===== src/rtl/logic_issue_stage.sv =====
// Issue stage for logic_u: DEPTH-entry op FIFO feeding logic_u combinationally,
// with a registered valid/ready result port carrying the opcode and a zero flag.
module logic_issue_stage #(
    parameter int WIDTH = 32,
    parameter int DEPTH = 4
) (
    input  logic                    clk,
    input  logic                    rst_n,
    input  logic                    i_in_valid,
    output logic                    o_in_ready,
    input  logic [WIDTH-1:0]        i_in_a,
    input  logic [WIDTH-1:0]        i_in_b,
    input  logic [2:0]              i_in_sel,
    output logic [WIDTH-1:0]        o_lu_a,
    output logic [WIDTH-1:0]        o_lu_b,
    output logic [2:0]              o_lu_sel,
    input  logic [WIDTH-1:0]        i_lu_out,
    output logic                    o_out_valid,
    input  logic                    i_out_ready,
    output logic [WIDTH-1:0]        o_out_result,
    output logic [2:0]              o_out_sel,
    output logic                    o_out_zero,
    output logic [$clog2(DEPTH):0]  o_count,
    output logic [15:0]             o_ops_done
);
    localparam int AW = $clog2(DEPTH);
    localparam logic [AW:0] FULL_CNT = (AW+1)'(DEPTH);

    typedef struct packed {
        logic [WIDTH-1:0] a;
        logic [WIDTH-1:0] b;
        logic [2:0]       sel;
    } op_t;

    op_t              r_mem [DEPTH];
    logic [AW-1:0]    r_wr_ptr;
    logic [AW-1:0]    r_rd_ptr;
    logic [AW:0]      r_count;
    logic             r_out_valid;
    logic [WIDTH-1:0] r_out_result;
    logic [2:0]       r_out_sel;
    logic             r_out_zero;
    logic [15:0]      r_ops_done;

    logic w_empty;
    logic w_full;
    logic w_push;
    logic w_load;
    logic w_take;
    op_t  w_head;

    assign w_empty = (r_count == '0);
    assign w_full  = (r_count == FULL_CNT);
    // Ready depends only on occupancy: a pop in the same cycle does not free a slot early.
    assign w_push  = i_in_valid & ~w_full;
    assign w_take  = r_out_valid & i_out_ready;
    assign w_load  = ~w_empty & (~r_out_valid | i_out_ready);
    assign w_head  = w_empty ? '0 : r_mem[r_rd_ptr];

    assign o_in_ready   = ~w_full;
    assign o_lu_a       = w_head.a;
    assign o_lu_b       = w_head.b;
    assign o_lu_sel     = w_head.sel;
    assign o_out_valid  = r_out_valid;
    assign o_out_result = r_out_result;
    assign o_out_sel    = r_out_sel;
    assign o_out_zero   = r_out_zero;
    assign o_count      = r_count;
    assign o_ops_done   = r_ops_done;

    // Storage needs no reset; empty entries are masked by w_empty.
    always_ff @(posedge clk) begin
        if (w_push)
            r_mem[r_wr_ptr] <= '{a: i_in_a, b: i_in_b, sel: i_in_sel};
    end

    always_ff @(posedge clk or negedge rst_n) begin
        if (!rst_n) begin
            r_wr_ptr     <= '0;
            r_rd_ptr     <= '0;
            r_count      <= '0;
            r_out_valid  <= 1'b0;
            r_out_result <= '0;
            r_out_sel    <= '0;
            r_out_zero   <= 1'b1;
            r_ops_done   <= '0;
        end else begin
            if (w_push)
                r_wr_ptr <= r_wr_ptr + 1'b1;
            if (w_load)
                r_rd_ptr <= r_rd_ptr + 1'b1;
            if (w_push && !w_load)
                r_count <= r_count + 1'b1;
            else if (!w_push && w_load)
                r_count <= r_count - 1'b1;

            if (w_load) begin
                r_out_valid  <= 1'b1;
                r_out_result <= i_lu_out;
                r_out_sel    <= w_head.sel;
                r_out_zero   <= (i_lu_out == '0);
            end else if (w_take) begin
                r_out_valid  <= 1'b0;
            end

            if (w_take)
                r_ops_done <= r_ops_done + 1'b1;
        end
    end
endmodule


===== config.mk =====
export PLATFORM = sky130hd
export DESIGN_NAME = logic_issue_stage
export DESIGN_NICKNAME = d
export VERILOG_FILES = /design/src/rtl/logic_issue_stage.sv
export SDC_FILE = /design/constraint.sdc
export NUM_CORES = 1
export LEC_CHECK = 0
export ABC_AREA = 1
export CAP_MARGIN = 15
export CORE_ASPECT_RATIO = 0.8
export CORE_MARGIN = 2
export CORE_UTILIZATION = 23
export DETAILED_ROUTE_END_ITERATION = 8
export HOLD_SLACK_MARGIN = 0.05
export PLACE_DENSITY = 0.41
export SLEW_MARGIN = 20
export SYNTH_ARGS = -nofsm -noshare
export SYNTH_HDL_FRONTEND = slang
export SYNTH_SLANG_ARGS = --single-unit

===== constraint.sdc =====
create_clock -name clk -period 5.69 [get_ports clk]
set_input_delay 0.8535 -clock clk [delete_from_list [all_inputs] [get_ports clk]]
set_output_delay 0.8535 -clock clk [all_outputs]
set_load 0.02 [all_outputs]

# == Word-level counts from Yosys, hierarchy flattened ==
# Memory sizes are Yosys's and may differ from the RTL's.
# Index checks and enable logic that the tools add are counted.
# word_totals
in_bits,103
mem_count,1
wordCells,37
ff_bits,60
output_inout_bits,124
ramBits,268
# mem_list
memory,words,word_bits,rd,rd_ports_with_merged_regs,wr,line,rtl
r_mem,4,67,1,0,1,35,op_t r_mem [DEPTH];
# classes
reduce_logical,8
addsub,5
n_eq_ne,1
muxes,7
bitwise_logic,7
# op_table
operator,count
67-bit two-way mux,1
32-bit logical NOT,1
16-bit by 1-bit adder with 16-bit output (second input constant),1
3-bit two-way mux,2
2-bit by 1-bit adder with 2-bit output (second input constant),2
1-bit two-way mux,4
2-bit nonzero test,2
3-bit by 1-bit adder with 3-bit output (second input constant),1
1-bit bitwise AND,3
3-bit == test (second input constant),1
3-bit logical NOT,1
1-bit NOT,3
3-bit by 1-bit subtractor with 3-bit output (second input constant),1
1-bit logical AND,2
1-bit logical NOT,2
1-bit bitwise OR,1

# == Logic depth before layout (Yosys ltp) ==
# logic_depth
ltp_word,7
ltp_mapped,12
depth_no_buf,10

# == Worst setup path before layout ==
# No wires, ideal clock.
# synth_timing
path_type,flip-flop to flip-flop
startpoint,"register r_count[0], in the netlist o_count[0]"
endpoint,"memory r_mem[0][0] in the netlist's numbering, enable pin"
path_slack_ps,1342
path_buffers,0
period_less_slack_ps,4348
setup_ps,493
stages_incl_launch_ff,5
required_ps,5197
t_arrival_ps,3855
path_cell_list,dfrtp_1 -> inv_1 -> nand3_1 -> nand2_1 -> nor2_1
# synth_via
elab_chain_cells,5
# synth_lines
item,line,rtl
start: declaration,38,logic [AW:0] r_count;
start signal: assignment,93,r_count <= r_count + 1'b1;
start signal: assignment,95,r_count <= r_count - 1'b1;
3-bit == test,53,assign w_full = (r_count == FULL_CNT);
1-bit NOT,n/a,
net o_in_ready,10,"output logic o_in_ready,"
1-bit bitwise AND,55,assign w_push = i_in_valid & ~w_full;
1-bit two-way mux,73,if (w_push)
1-bit two-way mux (not written as such),74,"r_mem[r_wr_ptr] <= '{a: i_in_a, b: i_in_b, sel: i_in_sel};"
end: declaration,35,
# The timed path passes the listed nets, and every way through them passes these cells.

# == Worst setup path in the final report ==
# layout_timing
startpoint,register r_rd_ptr[0]
endpoint,output o_lu_a[16]
# layout_via
elab_chain_cells,2
# layout_lines
item,line,rtl
start: declaration,37,logic [AW-1:0] r_rd_ptr;
start signal: assignment,91,r_rd_ptr <= r_rd_ptr + 1'b1;
memory read 4 x 67 bit,n/a,
67-bit two-way mux,58,assign w_head = w_empty ? '0 : r_mem[r_rd_ptr];
end: declaration,14,"output logic [WIDTH-1:0] o_lu_a,"
# Every way passes these cells.

==> reports/metrics.yaml <==
grt:
  grt_pass1_wl_mm: 54.1
  grt_overflow: 0
  grt_pass1_vias: 8947
  track_usage_pct: 11.9
  grt_use_met2_pct: 18.8
  grtUsageMet3_pct: 2.76
  grt_start_max_net_pins: 80
  grt.met1_usage_pct: 16.4
  top_usage_layer: "met2"
  antenna_found_initial: 2
setup_path:
  crit_type: "flip-flop to output port"
  cp_max_fo: 79
  path_cells: "buf_4 > nor2_1 > nor2_1 > o21ai_0 > a21oi_1 > clkdlybuf4s50_1"
  ff2ff_setup_slack_ns: 3.05
  cp-start-kind: "flip-flop"
  end_kind: "output port"
  cp_data_arrival_time_ns: 3.59
  r2r_cells: 9
  cp_common_cell: "nor2_1"
  r2r_end: "o_count[2]"
  worstPathRequired_ns: 4.84
  cp_slowest_cell: "dfrtp_4"
  reg2reg_from: "o_count[0]"
  slowest_delay_ns: 0.86
routing:
  antenna_left: 0
  via_count: 8728
  first_iter_violations: 482
  drc_errors: 0
  wirelength_mm: 35.3
  avgRoutedWirePerCell_um: 16.5
  dr.pass1.iters: 5
  viasPerCell: 4.09
floorplanning:
  start_util_pct: 23.2
  dieArea_mm2: 0.0590
  fp-row-count: 78
  io_pins: 227
  fp.dieW_um: 271
  die_h_um: 218
  core_area_mm2: 0.0565
sta:
  fin_ws_ns: 1.25
  tightest_slew_ns: 1.04
  max_slew_margin_pct: 30.9
  slew_viol_final: 0
  finalCriticalPeriod_ns: 4.44
  hold_viol: 0
  rsz0062_at_grt: "no"
  clock_skew_ns: 0.0189
  setup_viol: 0
  tns_ns: 0
  fin_crit_sh_pct: 78.0
  fmax_mhz: 225
placed_design:
  globalplace.congestion: 0.735
  portBuffers: 226
  pre_cts_ws_ns: 1.71
  place_hpwl_mm: 21.0
worst_hold_path:
  hp-class: "flip-flop to flip-flop"
  hold-path-endpoint: "o_out_result[8]"
  min_from: "o_out_result[8]"
  worstHoldPathCells: 2
layout:
  n_antenna_cell: 0
  syn_to_final_growth_pct: 31.7
  final_core_util_pct: 30.6
  regArea_mm2: 0.00956
  multi_input_area_mm2: 0.00310
  num-fill-cells: 5732
  drive_gt1_share_pct: 6.26
  final_nets: 1454
cts:
  clk_latency_ns: 0.55
  post_cts_buffers: 0
  holdBufCountCts: 0
  clk_pin_slew_ns: 0.06
  clockRootBuffer: "clkbuf_16"
  ctsResizeCount: 0
  cts_tree: "built"
  h-tree-depth: 2
  cts.sink_count: 328
  numCtsBuffers: 39
  cts_buffer_depth: 3
synth:
  synth_area_mm2: 0.0131
  syn_area_per_cell_um2: 11.7
  synth_seq_cells: 328
  synthCells: 1118
  ys_warn_count: 0
  synth_cell_type_count: 29
  synth_nets: 1228
  seq_area_frac_synth_pct: 72.8
status:
  outcome: "complete, no violations"
power_and_ir_drop:
  leakage_nw: 6.18
  ir_worst_vdd_mv: 0.303
  p_per_area_mw_per_mm2: 562
run:
  drv_cap: 0
## layout make-up
class | count | share of cell area, %
Clock buffer | 50 | 5.89
Clock inverter | 20 | 0.659
Inverter | 41 | 0.905
Multi-Input combinational cell | 691 | 17.9
Sequential cell | 328 | 55.3
Tap cell | 760 | 5.50
Timing Repair Buffer | 243 | 13.8
## through the flow
step                      total power (W)  instances  hold slack [ns]  instance area, um2
after floorplan                   0.00576       1118            0.517               13100
after global placement            0.00762       2063            0.462               16100
after detailed placement          0.00761       2063            0.464               16100
after CTS                         0.00993       2133            0.480               17300
after global routing               0.0103       2133            0.494               17300
final                             0.00971       2133            0.476               17300
## where the power goes
| group | switching (W) | total (W) | internal (W) |
|---|---|---|---|
| logic | 0.00249 | 0.00405 | 0.00156 |
| clock network | 0.000978 | 0.00225 | 0.00127 |
| registers | 0.000238 | 0.00341 | 0.00317 |
## cells by family (layout without fill, tap and decap cells)
logic type	count (synthesis)	in the layout	synth area share [%]
DFF	328	328	72.8
xor gates and xnor gates	14	14	0.935
muxes	1	1	0.0858
buffers and inverters	99	354	3.81
adders and majority gates	7	7	0.725
AOI/OAI and AO/OA	208	208	7.96
and+or+nand+nor	461	461	13.7
## worst max-delay path by stage
| stage | endpoint | slack, ns | cells after the start | from |
|---|---|---|---|---|
| after CTS | o_lu_a[16] | 1.09 | 6 | r_rd_ptr[0] |
| after global routing | o_lu_a[16] | 0.89 | 6 | r_rd_ptr[0] |
| after global placement | o_lu_a[24] | 1.72 | 6 | r_rd_ptr[0] |
| after floorplan | r_mem[0][0] | 1.34 | 4 | o_count[0] |
| final | o_lu_a[16] | 1.25 | 6 | r_rd_ptr[0] |
| after detailed placement | o_lu_a[16] | 1.71 | 6 | r_rd_ptr[0] |
## flip-flops by register name, indices dropped and copies added (netlist names)
name	flops
o_out_sel	3
r_rd_ptr	2
o_out_valid	1
o_out_result	32
o_ops_done	16
o_out_zero	1
r_mem	268
o_count	3
r_wr_ptr	2
## synthesized netlist by cell type
library cell | instances | share of area [%]
fa_1 | 1 | 0.15
inv_2 | 3 | 0.086
ha_1 | 6 | 0.57
nand2_2 | 3 | 0.14
nor2_2 | 4 | 0.19
buf_6 | 9 | 0.77
nand2_1 | 138 | 3.9
o21ai_1 | 50 | 1.9
mux2_2 | 1 | 0.086
edfxtp_1 | 268 | 61
nand3_1 | 17 | 0.65
nor2_4 | 1 | 0.086
clkbuf_1 | 17 | 0.49
inv_1 | 37 | 1.1
o21bai_1 | 1 | 0.057
nand4_1 | 4 | 0.19
dfrtp_1 | 59 | 11
dfstp_2 | 1 | 0.20
buf_2 | 20 | 0.76
a21oi_1 | 66 | 2.5
xor2_1 | 10 | 0.67
nor2_1 | 292 | 8.4
clkbuf_2 | 5 | 0.19
xnor2_1 | 4 | 0.27
o21ai_0 | 91 | 3.5
buf_4 | 7 | 0.40
nand3_2 | 1 | 0.076
inv_4 | 1 | 0.048
nor3_1 | 1 | 0.038
## routing by layer
layer  up-vias  part of all wire, %  wire length, um
met3        46                  5.2             1830
met1      4198                   48            17100
met4         4                  1.6              571
met5         -                0.077               27
met2       204                   45            15800
li1       4276                    -                -
## cell usage in the layout (no fill, tap or decap), drive strengths merged, types with 4 or more instances in the layout
cell type,netlist,final
nor2,297,297
edfxtp,268,268
clkdlybuf4s50,0,225
nand2,141,141
o21ai,141,141
a21oi,66,66
dfrtp,59,59
clkbuf,22,50
inv,41,44
nand3,18,18
buf,36,18
clkinv,0,16
xor2,10,10
ha,6,6
nand4,4,4
xnor2,4,4
## worst max-delay path, delay by kind of cell, from the launching register on
kind	cells	cell delay, ns
AND/OR/NAND/NOR	2	0.25
flip-flops	1	0.86
buffers and inverters	2	1.48
AO/OA/AOI/OAI	2	0.43
Power figures use the tool's default switching activity.
